**src/rtl/adder_pkg.sv**
```systemverilog
`default_nettype none
// ============================================================================
// Module   : adder_pkg
// Brief    : Shared constants and sizing helpers for the pipelined adder.
// Revision : 1.0
// ============================================================================

package adder_pkg;

    localparam logic ADD = 1'b0;
    localparam logic SUB = 1'b1;

    function automatic int chunk_width(input int width, input int stages);
        return width / stages;
    endfunction

    function automatic int occ_width(input int stages);
        return $clog2(stages + 1);
    endfunction

endpackage

`default_nettype wire

```
**src/rtl/ripple_carry_adder.sv**
```systemverilog
`default_nettype none
// ============================================================================
// Module   : ripple_carry_adder
// Brief    : Combinational WIDTH-bit ripple-carry adder with carry in/out.
// Revision : 1.0
// ============================================================================

module ripple_carry_adder #(
    parameter int WIDTH = 8
) (
    input  logic [WIDTH-1:0] a,
    input  logic [WIDTH-1:0] b,
    input  logic             c_in,
    output logic [WIDTH-1:0] sum,
    output logic             c_out
);

    logic [WIDTH:0] w_carry;

    always_comb begin
        w_carry    = '0;
        sum        = '0;
        w_carry[0] = c_in;
        for (int k = 0; k < WIDTH; k++) begin
            sum[k]       = a[k] ^ b[k] ^ w_carry[k];
            w_carry[k+1] = (a[k] & b[k]) | (w_carry[k] & (a[k] ^ b[k]));
        end
    end

    assign c_out = w_carry[WIDTH];

endmodule

`default_nettype wire

```
**src/rtl/pipelined_adder.sv**
```systemverilog
`default_nettype none
// ============================================================================
// Module   : pipelined_adder
// Brief    : WIDTH-bit add/subtract split into STAGES carry-registered slices
//            with valid/ready handshakes and bubble-collapsing stalls.
// Revision : 1.0
// ============================================================================

module pipelined_adder
    import adder_pkg::*;
#(
    parameter int WIDTH  = 64,
    parameter int STAGES = 4
) (
    input  logic                          clk,
    input  logic                          reset,
    input  logic                          in_valid,
    output logic                          in_ready,
    input  logic [WIDTH-1:0]              in_a,
    input  logic [WIDTH-1:0]              in_b,
    input  logic                          in_c,
    input  logic                          in_sub,
    output logic                          out_valid,
    input  logic                          out_ready,
    output logic [WIDTH-1:0]              out_sum,
    output logic                          out_c,
    output logic                          out_ovf,
    output logic [occ_width(STAGES)-1:0]  occupancy
);

    localparam int CHUNK = chunk_width(WIDTH, STAGES);
    localparam int OCC_W = occ_width(STAGES);
    localparam int LAST  = STAGES - 1;

    logic [WIDTH-1:0]  w_b_eff;
    logic              w_c_eff;
    logic [STAGES-1:0] w_vld;
    logic [STAGES:0]   w_rdy;
    logic              w_accept;
    logic              w_retire;
    logic              r_alive;
    logic [OCC_W-1:0]  r_occ;

    // Subtract is A + ~B + ~c, so the borrow-in is inverted alongside B.
    assign w_b_eff = (in_sub == ADD) ? in_b : ~in_b;
    assign w_c_eff = (in_sub == SUB) ? ~in_c : in_c;

    // Ready ripples backwards: a slice can load if it is empty or its successor loads.
    always_comb begin
        w_rdy         = '0;
        w_rdy[STAGES] = out_ready;
        for (int k = STAGES - 1; k >= 0; k--) begin
            w_rdy[k] = ~w_vld[k] | w_rdy[k+1];
        end
    end

    genvar gi;
    generate
        for (gi = 0; gi < STAGES; gi++) begin : g_slice
            localparam int LO  = gi * CHUNK;
            localparam int REM = WIDTH - LO;

            logic [REM-1:0]      w_a_src;
            logic [REM-1:0]      w_b_src;
            logic                w_c_src;
            logic                w_vld_src;
            logic                w_amsb_src;
            logic                w_bmsb_src;
            logic [CHUNK-1:0]    w_chunk;
            logic                w_cout;
            logic [LO+CHUNK-1:0] w_sum_nxt;

            logic [LO+CHUNK-1:0] r_sum;
            logic                r_vld;
            logic                r_c;
            logic                r_amsb;
            logic                r_bmsb;

            if (gi == 0) begin : g_src
                assign w_a_src    = in_a;
                assign w_b_src    = w_b_eff;
                assign w_c_src    = w_c_eff;
                assign w_vld_src  = in_valid & r_alive;
                assign w_amsb_src = in_a[WIDTH-1];
                assign w_bmsb_src = w_b_eff[WIDTH-1];
                assign w_sum_nxt  = w_chunk;
            end else begin : g_src
                assign w_a_src    = g_slice[gi-1].g_opnd.r_a;
                assign w_b_src    = g_slice[gi-1].g_opnd.r_b;
                assign w_c_src    = g_slice[gi-1].r_c;
                assign w_vld_src  = g_slice[gi-1].r_vld;
                assign w_amsb_src = g_slice[gi-1].r_amsb;
                assign w_bmsb_src = g_slice[gi-1].r_bmsb;
                assign w_sum_nxt  = {w_chunk, g_slice[gi-1].r_sum};
            end

            ripple_carry_adder #(
                .WIDTH (CHUNK)
            ) u_rca (
                .a     (w_a_src[CHUNK-1:0]),
                .b     (w_b_src[CHUNK-1:0]),
                .c_in  (w_c_src),
                .sum   (w_chunk),
                .c_out (w_cout)
            );

            // Each slice consumes the low chunk and forwards only the unused upper operands.
            if (gi < LAST) begin : g_opnd
                logic [REM-CHUNK-1:0] r_a;
                logic [REM-CHUNK-1:0] r_b;

                always_ff @(posedge clk or negedge reset) begin
                    if (!reset) begin
                        r_a <= '0;
                        r_b <= '0;
                    end else if (w_rdy[gi]) begin
                        r_a <= w_a_src[REM-1:CHUNK];
                        r_b <= w_b_src[REM-1:CHUNK];
                    end
                end
            end

            always_ff @(posedge clk or negedge reset) begin
                if (!reset) begin
                    r_vld  <= 1'b0;
                    r_sum  <= '0;
                    r_c    <= 1'b0;
                    r_amsb <= 1'b0;
                    r_bmsb <= 1'b0;
                end else if (w_rdy[gi]) begin
                    r_vld  <= w_vld_src;
                    r_sum  <= w_sum_nxt;
                    r_c    <= w_cout;
                    r_amsb <= w_amsb_src;
                    r_bmsb <= w_bmsb_src;
                end
            end

            assign w_vld[gi] = r_vld;
        end
    endgenerate

    // Holds off acceptance for the first edge after reset release.
    always_ff @(posedge clk or negedge reset) begin
        if (!reset) begin
            r_alive <= 1'b0;
        end else begin
            r_alive <= 1'b1;
        end
    end

    assign in_ready = r_alive & w_rdy[0];
    assign w_accept = in_valid & in_ready;
    assign w_retire = out_valid & out_ready;

    always_ff @(posedge clk or negedge reset) begin
        if (!reset) begin
            r_occ <= '0;
        end else begin
            case ({w_accept, w_retire})
                2'b10:   r_occ <= r_occ + OCC_W'(1);
                2'b01:   r_occ <= r_occ - OCC_W'(1);
                default: r_occ <= r_occ;
            endcase
        end
    end

    assign occupancy = r_occ;
    assign out_valid = w_vld[LAST];
    assign out_sum   = g_slice[LAST].r_sum;
    assign out_c     = g_slice[LAST].r_c;
    assign out_ovf   = (g_slice[LAST].r_amsb == g_slice[LAST].r_bmsb) &&
                       (g_slice[LAST].r_sum[WIDTH-1] != g_slice[LAST].r_amsb);

endmodule

`default_nettype wire

```
**config.mk**
```make
export PLATFORM = sky130hd
export DESIGN_NAME = pipelined_adder
export DESIGN_NICKNAME = d
export VERILOG_FILES = /design/src/rtl/adder_pkg.sv /design/src/rtl/ripple_carry_adder.sv /design/src/rtl/pipelined_adder.sv
export SDC_FILE = /design/constraint.sdc
export NUM_CORES = 1
export LEC_CHECK = 0
export BUFFER_PORTS_ARGS = -buffer_cell sky130_fd_sc_hd__buf_2
export CELL_PAD_IN_SITES_DETAIL_PLACEMENT = 1
export CELL_PAD_IN_SITES_GLOBAL_PLACEMENT = 2
export CORE_UTILIZATION = 38
export CTS_BUF_LIST = sky130_fd_sc_hd__clkbuf_16
export CTS_CLUSTER_DIAMETER = 200
export DETAILED_ROUTE_END_ITERATION = 12
export GPL_TIMING_DRIVEN = 0
export PLACE_DENSITY_LB_ADDON = 0.1
export SYNTH_ARGS = -nofsm -noshare
export SYNTH_HDL_FRONTEND = slang
export SYNTH_SLANG_ARGS = --single-unit
```
**constraint.sdc**
```tcl
create_clock -name clk -period 6.4 [get_ports clk]
set_clock_uncertainty 0.15 [all_clocks]
set_input_delay 0 -clock clk [delete_from_list [all_inputs] [get_ports clk]]
set_output_delay 0 -clock clk [all_outputs]
set_load 0.02 [all_outputs]
```
# After elaboration in Yosys (flattened, before gate mapping)
# Cells that the tools add are included.
# W data, S select, Z words.
# totals
regBits	372
in_bits	134
word_cells	373
# op_classes
addsub	2
eq_ne	4
muxes	3
bitwise_logic	334
n_reduce_logical	2
# op_table
op	count
$and A1 B1 Y1	132
$xor A1 B1 Y1	128
$or A1 B1 Y1	68
$mux W64	1
$not A64 Y64	1
$pmux W3 S2	1
$not A1 Y1	5
$add A3 B1 Y3 const B	1
$sub A3 B1 Y3 const B	1
$eq A2 B1 Y1 const B	1
$eq A2 B2 Y1 const B	1
$reduce_bool A2 Y1	1
$eq A1 B1 Y1	1
$logic_and A1 B1 Y1	1
$mux W1	1
$ne A1 B1 Y1	1

# Logic depth before layout (Yosys ltp)
# Gate-level depths: netlist of the first run.
# depth
word_depth	35
depth_mapped	24

# Cells and area by module
# Synthesis of the first run repeated with hierarchy kept, for this count alone.
# unflattened
hier_cells	1028
hier_area_um2	15773.9
# modules_own_cells
mod	instances	cells_per_inst	area_each_um2	seq_area_each_um2
pipelined_adder	1	924	14342.5	9158.8
ripple_carry_adder	4	26	357.8	0.0

# Least setup slack after synthesis of the first run
# No wires, ideal clock.
# synth_path
path_type	input to register
start	input in_sub
end	register g_slice[0].r_sum[15]
setup_time_ps	125
arrival_time_ps	7635
setup_slack_ps	-1510
stages	24
cell_sequence	buf_2 buf_2 buf_2 xnor2_1 fa_1 inv_1 fa_1 inv_1 fa_1 fa_1 fa_1 fa_1 fa_1 fa_1 fa_1 fa_1 fa_1 fa_1 fa_1 fa_1 fa_1 inv_1 fa_1 mux2_2
# synth_via
elab_chain_len	33
word_cells_on_any_way	64
# synth_rtl
element	line	rtl
start: declaration	pipelined_adder.sv:22	input logic in_sub,
$mux W64	pipelined_adder.sv:45	assign w_b_eff = (in_sub == ADD) ? in_b : ~in_b;
$xor A1 B1 Y1	ripple_carry_adder.sv:26	w_carry[k+1] = (a[k] & b[k]) | (w_carry[k] & (a[k] ^ b[k]));
$and A1 B1 Y1	ripple_carry_adder.sv:26	
$or A1 B1 Y1	ripple_carry_adder.sv:26	
$and A1 B1 Y1	ripple_carry_adder.sv:26	
$or A1 B1 Y1	ripple_carry_adder.sv:26	
$and A1 B1 Y1	ripple_carry_adder.sv:26	
$or A1 B1 Y1	ripple_carry_adder.sv:26	
[... 18 more ...]	-	
$and A1 B1 Y1	ripple_carry_adder.sv:26	
$or A1 B1 Y1	ripple_carry_adder.sv:26	
$and A1 B1 Y1	ripple_carry_adder.sv:26	
$or A1 B1 Y1	ripple_carry_adder.sv:26	
$and A1 B1 Y1	ripple_carry_adder.sv:26	
$or A1 B1 Y1	ripple_carry_adder.sv:26	
$xor A1 B1 Y1 *	ripple_carry_adder.sv:25	sum[k] = a[k] ^ b[k] ^ w_carry[k];
via g_slice[0].u_rca.sum[15]	ripple_carry_adder.sv:14	output logic [WIDTH-1:0] sum,
end signal: assignment	pipelined_adder.sv:132	r_sum <= w_sum_nxt;
end: declaration	pipelined_adder.sv:73	logic [LO+CHUNK-1:0] r_sum;
# The timed path passes the listed nets; every way through them passes the cells marked *.
# A chain may end at the register's enable or synchronous reset.

# Worst setup path after layout of the first run
# layout_path
start	register g_slice[1].r_c
end	register g_slice[2].r_sum[47]
# layout_via
elab_chain_len	31
# layout_rtl
element	line	rtl
start: declaration	pipelined_adder.sv:75	logic r_c;
start signal: assignment	pipelined_adder.sv:133	r_c <= w_cout;
$and A1 B1 Y1	ripple_carry_adder.sv:26	
$or A1 B1 Y1	ripple_carry_adder.sv:26	
$and A1 B1 Y1	ripple_carry_adder.sv:26	
$or A1 B1 Y1	ripple_carry_adder.sv:26	
$and A1 B1 Y1	ripple_carry_adder.sv:26	
$or A1 B1 Y1	ripple_carry_adder.sv:26	
$and A1 B1 Y1	ripple_carry_adder.sv:26	
$or A1 B1 Y1	ripple_carry_adder.sv:26	
[... 15 more ...]	-	
$or A1 B1 Y1	ripple_carry_adder.sv:26	
$and A1 B1 Y1	ripple_carry_adder.sv:26	
$or A1 B1 Y1	ripple_carry_adder.sv:26	
$and A1 B1 Y1	ripple_carry_adder.sv:26	
$or A1 B1 Y1	ripple_carry_adder.sv:26	
$and A1 B1 Y1	ripple_carry_adder.sv:26	
$or A1 B1 Y1	ripple_carry_adder.sv:26	
$xor A1 B1 Y1	ripple_carry_adder.sv:25	
end signal: assignment	pipelined_adder.sv:132	
end: declaration	pipelined_adder.sv:73	
# Every way passes these cells.

==> impl_metrics.tcl, run 1 <==
set metrics [dict create \
    status "finished with violations" \
    violations "negative setup slack" \
    use_met2 0.2933 \
    hpwlAfterDp_um 24370 \
    clkTransAtPathRegs_ns 0.06 \
    die_w_um 205.8 \
    crit_fanout 2 \
    grt-busiest-layer "met2" \
    nets 1591 \
    drv_slew 0 \
    synth_flop_cell "dfrtp_1" \
    cp_slowest_cell "fa_2" \
    synth-edff-count 0 \
    yosys_warnings 0 \
    clock_latency_ns 0.55 \
    grt_pass1_vias 10270 \
    drt-vias-per-instance 4.682 \
    r2r_cells 20 \
    drt_first_pass_iters 4 \
    drc 0 \
    combPwrFrac 0.218 \
    rsz0062_at_grt "true" \
    seq_area_frac_synth 0.5801 \
    worstPathCellList "fa_2 -> inv_2 -> fa_2 -> inv_2 -> fa_2 -> fa_2 -> fa_2 -> fa_2 -> fa_2 -> fa_2 -> fa_2 -> fa_2 -> fa_2 -> fa_2 -> fa_2 -> fa_2 -> fa_2 -> inv_2 -> fa_1 -> a21oi_1" \
    finalWirelength_um 36600 \
    drive_gt1_frac 0.4888 \
    p_sw_frac 0.2841 \
    crit-reg2reg-launch "g_slice[1].r_c" \
    clockRootBuffer "clkbuf_16" \
    grt_pass1_wl_um 58620 \
    place_congestion 0.7358 \
    overflow 0 \
    max_freq_mhz 151.4 \
    die_h_um 205.8 \
    p_per_area_nw_per_um2 334.4 \
    ios 205 \
    setup_slack_ns -0.2045 \
    ant_nets 0 \
    cts_tree "done" \
    avgRoutedWirePerCell_um 18.71 \
    maxSlewHeadroom 0.3671 \
    ir_worst_vdd_uv 160.6 \
    synth.distinct_cells 26 \
    setup.worst_path.class "flip-flop to flip-flop" \
    h-tree-depth 2 \
    cp-startpoint "g_slice[1].r_c" \
    avgSynthCellArea_um2 15.77 \
    setup_viol 5 \
    grt_usage 0.1834 \
    hold_ws_ns 0.03088 \
    ys_async_sr_fraction 1.000 \
    synth_area_um2 15790 \
    synthCells 1001 \
    netSwitchingPower_mw 1.946 \
    p_int_mw 4.903 \
    r2r_end "g_slice[2].r_sum[47]" \
    period_minus_slack_ns 6.605 \
    start_kind "flip-flop" \
    ys_ff_latch 366 \
    use_met1 0.2567 \
    hp-class "input pin to flip-flop" \
    r2r_slack_ns -0.20 \
    instances_no_fill 1956 \
    cap_violations 0 \
    cp-end-kind "flip-flop" \
    crit_top_cell "fa_2" \
    critPathRequiredTime_ns 6.72 \
    arrival_ns 6.93 \
    cpPeakStageDelay_ns 0.41 \
    leakage_nw 9.280 \
    portBuffers 203 \
    die_area_um2 42370 \
    use_met3 0.02882 \
    synthesis.nets 1201 \
    p_clk_frac 0.333 \
    fin_crit_sh 1.032 \
    fp-row-count 74 \
    num_vias 9158 \
    tightest_slew_ns 0.9494 \
    dp_cells 1739 \
    dr.first_iter.drc_count 292 \
    grt_max_degree 102 \
    post-route-util 0.5005 \
    critPathCapture "g_slice[2].r_sum[47]" \
    start_util 0.3858 \
    cts_inserted_buffers 42 \
    antenna_found_initial 1 \
    finalHoldViolCount 0 \
    cts_buffer_depth 3 \
    clock-sinks 366 \
    core_area_um2 40920 \
    n_antenna_cell 0 \
    p_seq_frac 0.449 \
    area_delta_synth_final_pct 29.73 \
]
-- synth_stat cells, types with 2 or more instances --
cell | number | share of area
xnor2_1 | 18 | 0.010
clkbuf_1 | 11 | 0.0026
buf_2 | 31 | 0.0098
and2_1 | 2 | 0.00079
xor2_1 | 50 | 0.028
buf_6 | 6 | 0.0043
a21oi_1 | 6 | 0.0019
nor2_1 | 8 | 0.0019
inv_1 | 55 | 0.013
nand2_1 | 18 | 0.0043
mux2i_1 | 17 | 0.011
fa_1 | 65 | 0.082
o21ai_0 | 14 | 0.0044
nand2b_1 | 2 | 0.00079
mux2_4 | 45 | 0.043
mux2_2 | 278 | 0.20
dfrtp_1 | 366 | 0.58
-- cell usage in the layout (no fill, tap or decap), types with 2 or more instances in the layout --
cell / count
buf_16: 4
clkbuf_16: 45
buf_2: 230
inv_1: 58
clkinv_2: 6
fa_2: 60
nand2b_1: 2
nand2_1: 18
bufinv_16: 2
o21ai_0: 12
dfrtp_1: 366
clkinv_1: 9
and2_1: 2
mux2i_1: 17
xor2_1: 50
dlygate4sd3_1: 139
xnor2_1: 17
buf_12: 2
mux2_2: 278
clkbuf_1: 11
nor2_1: 8
a21oi_1: 6
fa_1: 5
inv_2: 12
buf_6: 6
mux2_4: 45
-- cell type report --
class | instances | area, um^2
fillers | 4083 | 20440
flip-flops and latches | 366 | 9159
multi-input cells | 532 | 6320
repair buffers | 347 | 2535
clock buffers | 45 | 1126
well taps | 532 | 665.6
plain buffers | 47 | 289.0
inverters | 55 | 206.4
clock inverters | 32 | 180.2
-- stage by stage --
stage | cell area [um^2] | total power, mW | TNS (ns) | setup WS, ns
2_1_floorplan | 15940 | 3.949 | -0.5755 | -0.4980
5_1_grt | 20480 | 7.257 | -1.547 | -0.3954
3_3_place_gp | 17620 | 4.474 | -833.84 | -2.307
4_1_cts | 20470 | 6.977 | -0.6879 | -0.2437
6_report | 20480 | 6.849 | -0.4176 | -0.2045
3_5_place_dp | 17720 | 4.522 | -3.320 | -0.8977
-- how the worst min path moves through the flow --
stage / from / end / slack (ns) / cells past startpoint
floorplan: reset / g_slice[0].g_opnd.r_a[0] / -0.45 / 0
global placement: in_a[25] / g_slice[0].g_opnd.r_a[9] / 0.08 / 2
detailed placement: reset / out_sum[7] / -0.11 / 1
CTS: in_b[13] / g_slice[0].r_sum[14] / 0.003 / 5
global route: in_b[13] / g_slice[0].r_sum[14] / 0.05 / 5
finish: in_b[13] / g_slice[0].r_sum[14] / 0.03 / 5
-- power groups by stage --
stage | clock [mW] | combinational [mW] | sequential, mW
after global placement | 0 | 1.37 | 3.10
final | 2.28 | 1.49 | 3.07
after CTS | 2.37 | 1.52 | 3.08
after floorplan | 0 | 0.682 | 3.27
after global routing | 2.46 | 1.66 | 3.14
after detailed placement | 0 | 1.41 | 3.12
-- logic make-up (layout without fill, tap and decap cells) --
group	count (synthesis)	after routing	synth area share
muxes	340	340	0.2519
and+or+nand+nor	37	37	0.01070
buffers and inverters	103	526	0.02980
xor gates and xnor gates	68	68	0.03772
adders and majority gates	66	66	0.08321
other	1	1	0.0002375
AOI/OAI and AO/OA	20	20	0.006340
DFF	366	366	0.5801
-- registers in the layout, indices dropped and copies added (netlist names) --
signal              cells
occupancy               3
g_slice.g_opnd.r_b     96
g_slice.r_sum          96
g_slice.r_vld           3
out_c                   1
g_slice.r_c             3
r_alive                 1
g_slice.g_opnd.r_a     96
out_sum                64
out_valid               1
g_slice.r_bmsb          1
g_slice.r_amsb          1
-- metal layers --
metal / vias to the layer above / share of wire / wire length (um)
li1: 4131 / - / -
met4: 2 / 0.020 / 739
met3: 58 / 0.034 / 1229
met5: - / 0.00046 / 17
met2: 156 / 0.48 / 17450
met1: 4811 / 0.47 / 17160
-- worst max-delay path: cells and delay by family (launching register included) --
kind | cells | cell delay (ns)
AO/OA/AOI/OAI | 1 | 0.13
adder cells (fa/ha/maj) | 16 | 5.67
buffers and inverters | 3 | 0.17
flip-flops | 1 | 0.40
-- timing repair --
action | CTS | global route
setup endpoints to repair | 10 | 8
resized for setup | 20 | 8
pin swaps | 4 | 3
hold buffers | 140 | 0
endpoints found under the hold margin | 382 | 0
setup buffers | 1 | 0
Power figures use the tool's default switching activity.
==> run 2, diff against run 1 <==
- CELL_PAD_IN_SITES_DETAIL_PLACEMENT: 1 -> 2
==> run 2 against run 1 <==
The run still ends with negative setup slack left. Design area up 0.58%. Sequential share of layout area is 0.26 points lower. Die area unchanged. Critical path type unchanged. Largest power group unchanged. Highest routed layer unchanged.
==> impl_metrics.tcl, run 2 (same netlist as run 1, synthesis figures left out) <==
set metrics [dict create \
    status "finished with violations" \
    violations "negative setup slack" \
    start_util 0.3858 \
    cts_inserted_buffers 43 \
    final_common_cell "dfrtp_1" \
    core_area_um2 40920 \
    post-route-util 0.5034 \
    multi_input_area_um2 6331 \
    clock-sinks 366 \
    finalHoldViolCount 0 \
    grt_pass1_vias 10830 \
    grt_pass1_wl_um 63430 \
    die_area_um2 42370 \
    overflow 0 \
    grt_max_degree 102 \
    setup.worst_path.class "flip-flop to flip-flop" \
    setup_slack_ns -0.1654 \
    fp-row-count 74 \
    cp-end-kind "flip-flop" \
    setup_viol 4 \
    rsz0062_at_grt "true" \
    drt_first_pass_iters 4 \
    arrival_ns 6.87 \
    hp-class "input pin to flip-flop" \
    avgRoutedWirePerCell_um 20.47 \
    n_antenna_cell 0 \
    h-tree-depth 2 \
    portBuffers 203 \
    leakage_nw 9.322 \
    area_delta_synth_final_pct 30.48 \
    tightest_slew_ns 1.036 \
    place_congestion 0.7358 \
    drc 0 \
    dr.first_iter.drc_count 287 \
    crit_fanout 2 \
    ir_worst_vdd_uv 216.7 \
    max_freq_mhz 152.3 \
    period_minus_slack_ns 6.565 \
    drive_gt1_frac 0.4944 \
    top_regs "g_slice.g_opnd.r_a x96, g_slice.g_opnd.r_b x96, g_slice.r_sum x96" \
    hpwlAfterDp_um 25980 \
    p_per_area_nw_per_um2 342.7 \
    cap_violations 0 \
    cts_buffer_depth 3 \
    layout_common_cells "dfrtp_1, mux2_2, buf_2" \
    die_w_um 205.8 \
    maxSlewHeadroom 0.3095 \
    clkTransAtPathRegs_ns 0.06 \
    ios 205 \
    cts_tree "done" \
    start_kind "flip-flop" \
    seq_area_um2 9159 \
    drv_slew 0 \
    ant_nets 0 \
    place_area_um2 17720 \
    nets 1594 \
    fill_cells 3767 \
    grt_usage 0.2002 \
    drt-vias-per-instance 4.711 \
    clock_latency_ns 0.55 \
    clockRootBuffer "clkbuf_16" \
    finalWirelength_um 40080 \
    fin_crit_sh 1.026 \
    fin_area_um2 20600 \
    antenna_found_initial 2 \
    die_h_um 205.8 \
    critPathRequiredTime_ns 6.71 \
    num_vias 9225 \
]
==> run 2: changes by cell type in the layout (fill, tap and decap cells not counted), sizes merged <==
cell	delta
clkinvlp	+2
bufinv	+3
buf	+2
inv	-5
==> run 2: stage by stage <==
| stage | power [mW] | hold slack, ns | setup TNS, ns | instances | setup slack, ns |
|---|---|---|---|---|---|
| 5_1_grt | 7.451 | 0.06342 | -1.586 | 1958 | -0.3481 |
| 6_report | 7.059 | 0.06211 | -0.5031 | 1958 | -0.1654 |
| 2_1_floorplan | 3.949 | -0.4456 | -0.5755 | 1001 | -0.4980 |
| 4_1_cts | 7.165 | 0.02697 | -0.7676 | 1957 | -0.2631 |
| 3_5_place_dp | 4.549 | -0.1054 | -3.695 | 1739 | -0.9167 |
| 3_3_place_gp | 4.474 | 0.08149 | -833.84 | 1736 | -2.307 |
==> run 2: path summary, 6_finish.rpt <==
kind | depth (start not counted) | slack [ns] | to | from
hold / removal | 3 | 0.06 | g_slice[0].g_opnd.r_b[10] | in_sub
setup reg to reg | 20 | -0.17 | g_slice[2].r_sum[47] | g_slice[1].r_c
min in group asynchronous | 4 | 0.44 | out_sum[7] | reset
hold reg to reg | 1 | 0.32 | g_slice[1].r_vld | g_slice[0].r_vld
max in group asynchronous | 5 | 4.74 | g_slice[0].g_opnd.r_a[40] | reset
setup / recovery | 20 | -0.17 | g_slice[2].r_sum[47] | g_slice[1].r_c
==> run 2: timing repair <==
action | CTS | global route
setup buffers | 2 | 1
hold buffers | 140 | 0
endpoints found under the hold margin | 382 | 0
setup endpoints to repair | 10 | 11
pin swaps | 9 | 7
gates resized for setup | 24 | 6
==> run 2: critical path: stages (launching register included) <==
cell,delay [ns]
dfrtp_1,0.40
fa_2,0.40
inv_2,0.07
fa_2,0.20
inv_2,0.04
fa_2,0.35
fa_2,0.36
fa_2,0.37
fa_2,0.36
fa_2,0.37
fa_2,0.35
fa_2,0.35
fa_2,0.35
fa_2,0.35
fa_2,0.35
fa_2,0.35
fa_2,0.34
fa_2,0.36
inv_2,0.06
fa_1,0.39
a21oi_1,0.13
==> run 2: per-layer routing <==
layer / share of wire / GRT usage / vias up
li1: - / - / 4132
met1: 0.44 / 0.2660 / 4875
met2: 0.50 / 0.3378 / 157
met3: 0.031 / 0.02946 / 59
met4: 0.022 / 0.06119 / 2
met5: 0.00032 / 0 / -
==> run 2: report_power, final <==
group	total (mW)	switching (mW)	internal [mW]
Combinational	1.54	0.762	0.775
Clock	2.44	0.973	1.47
Sequential	3.08	0.282	2.80
Total	7.06	2.02	5.04
==> run 2: layout make-up <==
| cell class | instances | area share |
|---|---|---|
| multi-input combinational | 532 | 0.3073 |
| inverter | 55 | 0.01002 |
| clock inverter | 32 | 0.01324 |
| sequential | 366 | 0.4446 |
| clock buffer | 45 | 0.05466 |
| timing repair buffer | 349 | 0.1238 |
| buffer | 47 | 0.01403 |
| tap | 532 | 0.03231 |
==> run 3, diff against run 2 <==
- ABC_AREA: unset -> 1
- CORE_MARGIN: unset -> 2
- CORE_UTILIZATION: 38 -> 33
- SKIP_LAST_GASP: unset -> 1
==> run 3 against run 2 <==
The run still ends with negative setup slack left. Worst setup slack got worse by 0.12 ns. Synthesized area increased by 0.86%. Critical path type unchanged. Critical endpoint unchanged. Highest routed layer is now met4. Largest power group unchanged. Via count increased by 39%. Largest cell class unchanged.
==> impl_metrics.tcl, run 3 <==
set metrics [dict create \
    status "finished with violations" \
    violations "negative setup slack" \
    cap_violations 0 \
    ys_top_cells_by_area "dfrtp_1, nand2_1, fa_1" \
    drt-met1-wl_um 23730 \
    final_common_cell "nand2_1" \
    setup.worst_path.class "flip-flop to flip-flop" \
    start_util 0.3342 \
    ios 205 \
    whs_endpoint "g_slice[0].g_opnd.r_b[38]" \
    max_freq_mhz 149.7 \
    maxSlewHeadroom 0.4279 \
    synth_top_area_share 0.5752 \
    area_delta_synth_final_pct 30.62 \
    drt_first_pass_iters 6 \
    synth-edff-count 0 \
    cts_tree "done" \
    synth_area_um2 15920 \
    critPathRequiredTime_ns 6.74 \
    ant_nets 0 \
    leakage_nw 10.48 \
    hold_start "in_sub" \
    drv_slew 0 \
    ys_ff_latch 366 \
    crit_top_cell "fa_2" \
    die_area_um2 50030 \
    antenna_found_initial 1 \
    drive_gt1_frac 0.1812 \
    clock-sinks 366 \
    power.total_mw 6.848 \
    instances_no_fill 2735 \
    drc 0 \
    synth_most_common_cell "nand2_1" \
    portBuffers 203 \
    crit_fanout 2 \
    avgSynthCellArea_um2 9.462 \
    arrival_ns 7.02 \
    dr.first_iter.drc_count 590 \
    grt_pass1_wl_um 86840 \
    place_congestion 0.7649 \
    r2r_slack_ns -0.28 \
    ys_async_sr_fraction 1.000 \
    synthCells 1683 \
    cp-end-kind "flip-flop" \
    period_minus_slack_ns 6.681 \
    worstPathCellList "fa_2 -> inv_2 -> fa_2 -> inv_2 -> fa_2 -> fa_2 -> fa_2 -> fa_2 -> fa_2 -> fa_2 -> fa_2 -> fa_2 -> fa_2 -> fa_2 -> fa_2 -> fa_2 -> fa_2 -> inv_2 -> fa_2 -> o21ai_1" \
    synthesis.nets 1883 \
    grt_max_degree 111 \
    path_delay_family "adder cells" \
    hold_depth 5 \
    grt_pass1_vias 15090 \
    num_vias 12830 \
    dpl_worst_slack_ns -0.8181 \
    overflow 0 \
    layout_common_cells "nand2_1, dfrtp_1, buf_2" \
    synthTopCellsByCount "nand2_1, dfrtp_1, inv_1" \
    setup_slack_ns -0.2813 \
    top_regs "g_slice.g_opnd.r_a x96, g_slice.g_opnd.r_b x96, g_slice.r_sum x96" \
    dp_cells 2504 \
    multi_input_area_um2 6042 \
    setup_viol 5 \
    cts_buffer_depth 3 \
    fill_cells 5145 \
    die_h_um 223.7 \
    synth_flop_cell "dfrtp_1" \
    start_kind "flip-flop" \
    nets 2289 \
    rsz0062_at_grt "true" \
    clkTransAtPathRegs_ns 0.06 \
    hp-class "input pin to flip-flop" \
    fin_crit_sh 1.044 \
    fp-row-count 80 \
    post-route-util 0.4366 \
    r2r_end "g_slice[2].r_sum[47]" \
    crit-reg2reg-launch "g_slice[1].r_c" \
    hold_ws_ns 0.02274 \
    h-tree-depth 2 \
    yosys_warnings 0 \
    avgRoutedWirePerCell_um 19.80 \
    tightest_slew_ns 0.8581 \
    clock_latency_ns 0.57 \
    wl_met3_um 1492 \
    drt-vias-per-instance 4.689 \
    hpwlAfterDp_um 36360 \
    finalHoldViolCount 0 \
    grt_usage 0.2257 \
    cp_num_buf_inv 3 \
    seq_area_um2 9159 \
    wl_met2_um 27470 \
    r2r_cells 20 \
    clockRootBuffer "clkbuf_16" \
    cp_slowest_cell "fa_2" \
    core_area_um2 47650 \
    p_per_area_nw_per_um2 329.2 \
    synth.distinct_cells 24 \
    finalWirelength_um 54150 \
    cts_inserted_buffers 43 \
    top_layer "met4" \
    ir_worst_vdd_uv 151.7 \
    seq_area_frac_synth 0.5752 \
    die_w_um 223.7 \
    cpPeakStageDelay_ns 0.43 \
    yosys.area.top_type "dfrtp_1" \
]
==> run 3: cell count changes after synthesis, sizes merged, moves of 15 or more <==
cell / delta
o21ai: +122
inv: +68
clkbuf: +33
mux2i: -17
nand3: +116
mux2: -323
buf: +15
nand2: +683
==> run 3: layout make-up <==
class	instances	share of cell area
inverter	123	0.02220
antenna	1	0.0001203
multi-input combinational	1098	0.2905
sequential	366	0.4403
clock inverter	30	0.005715
timing repair buffer	362	0.1291
buffer	95	0.02093
clock buffer	45	0.05414
tap	615	0.03699
==> run 3: per-stage QoR <==
step	instance area, um^2	TNS [ns]
final	20800	-0.6721
after global routing	20800	-1.649
after CTS	20770	-0.6685
after detailed placement	17920	-3.383
after global placement	17830	-887.87
after floorplan	16040	-0.3065
==> run 3: kinds of logic after synthesis <==
group / after synthesis / synth area share
AO/OA/AOI/OAI: 138 / 0.04353
flip-flops: 366 / 0.5752
buffers and inverters: 219 / 0.05587
AND/OR/NAND/NOR: 827 / 0.2064
adder cells (fa/ha/maj): 66 / 0.08250
XOR/XNOR: 66 / 0.03630
other: 1 / 0.0002355
==> run 3: worst max-delay path by stage <==
stage,slack (ns),end,start,cells after the start
after floorplan,-0.31,g_slice[0].r_sum[15],in_sub,24
after global placement,-2.48,g_slice[0].g_opnd.r_b[24],reset,1
after detailed placement,-0.82,g_slice[0].r_sum[15],in_sub,24
after CTS,-0.26,g_slice[2].r_sum[47],g_slice[1].r_c,20
after global routing,-0.45,g_slice[2].r_sum[47],g_slice[1].r_c,20
final,-0.28,g_slice[2].r_sum[47],g_slice[1].r_c,20
==> run 3: worst reg2reg max path, cell delays in order, from the launching register on <==
cell	delay [ns]
dfrtp_1	0.41
fa_2	0.40
inv_2	0.07
fa_2	0.20
inv_2	0.04
fa_2	0.33
fa_2	0.34
fa_2	0.36
fa_2	0.36
fa_2	0.40
fa_2	0.35
fa_2	0.37
fa_2	0.40
fa_2	0.40
fa_2	0.37
fa_2	0.35
fa_2	0.35
fa_2	0.34
inv_2	0.06
fa_2	0.43
o21ai_1	0.14
==> run 3: where the power goes <==
part	leakage (nW)	total, mW	internal [mW]	switching (mW)
combinational	5.52	1.53	0.608	0.925
clock	0.662	2.23	1.26	0.980
sequential	4.30	3.08	2.78	0.303
==> run 3: what timing repair did <==
item                                    CTS  global route
hold buffers                            155             0
hold endpoints to repair                436             0
cloned                                    0             0
pin swaps                                 3             5
buffers inserted                          1             0
resized for setup                        23            18
endpoints found under the setup margin    8            11
==> run 3: routing by layer <==
layer | GRT usage | vias to the layer above
met5 | 0 | -
met3 | 0.02794 | 76
li1 | - | 5970
met1 | 0.2891 | 6582
met2 | 0.3978 | 197
met4 | 0.07204 | 0
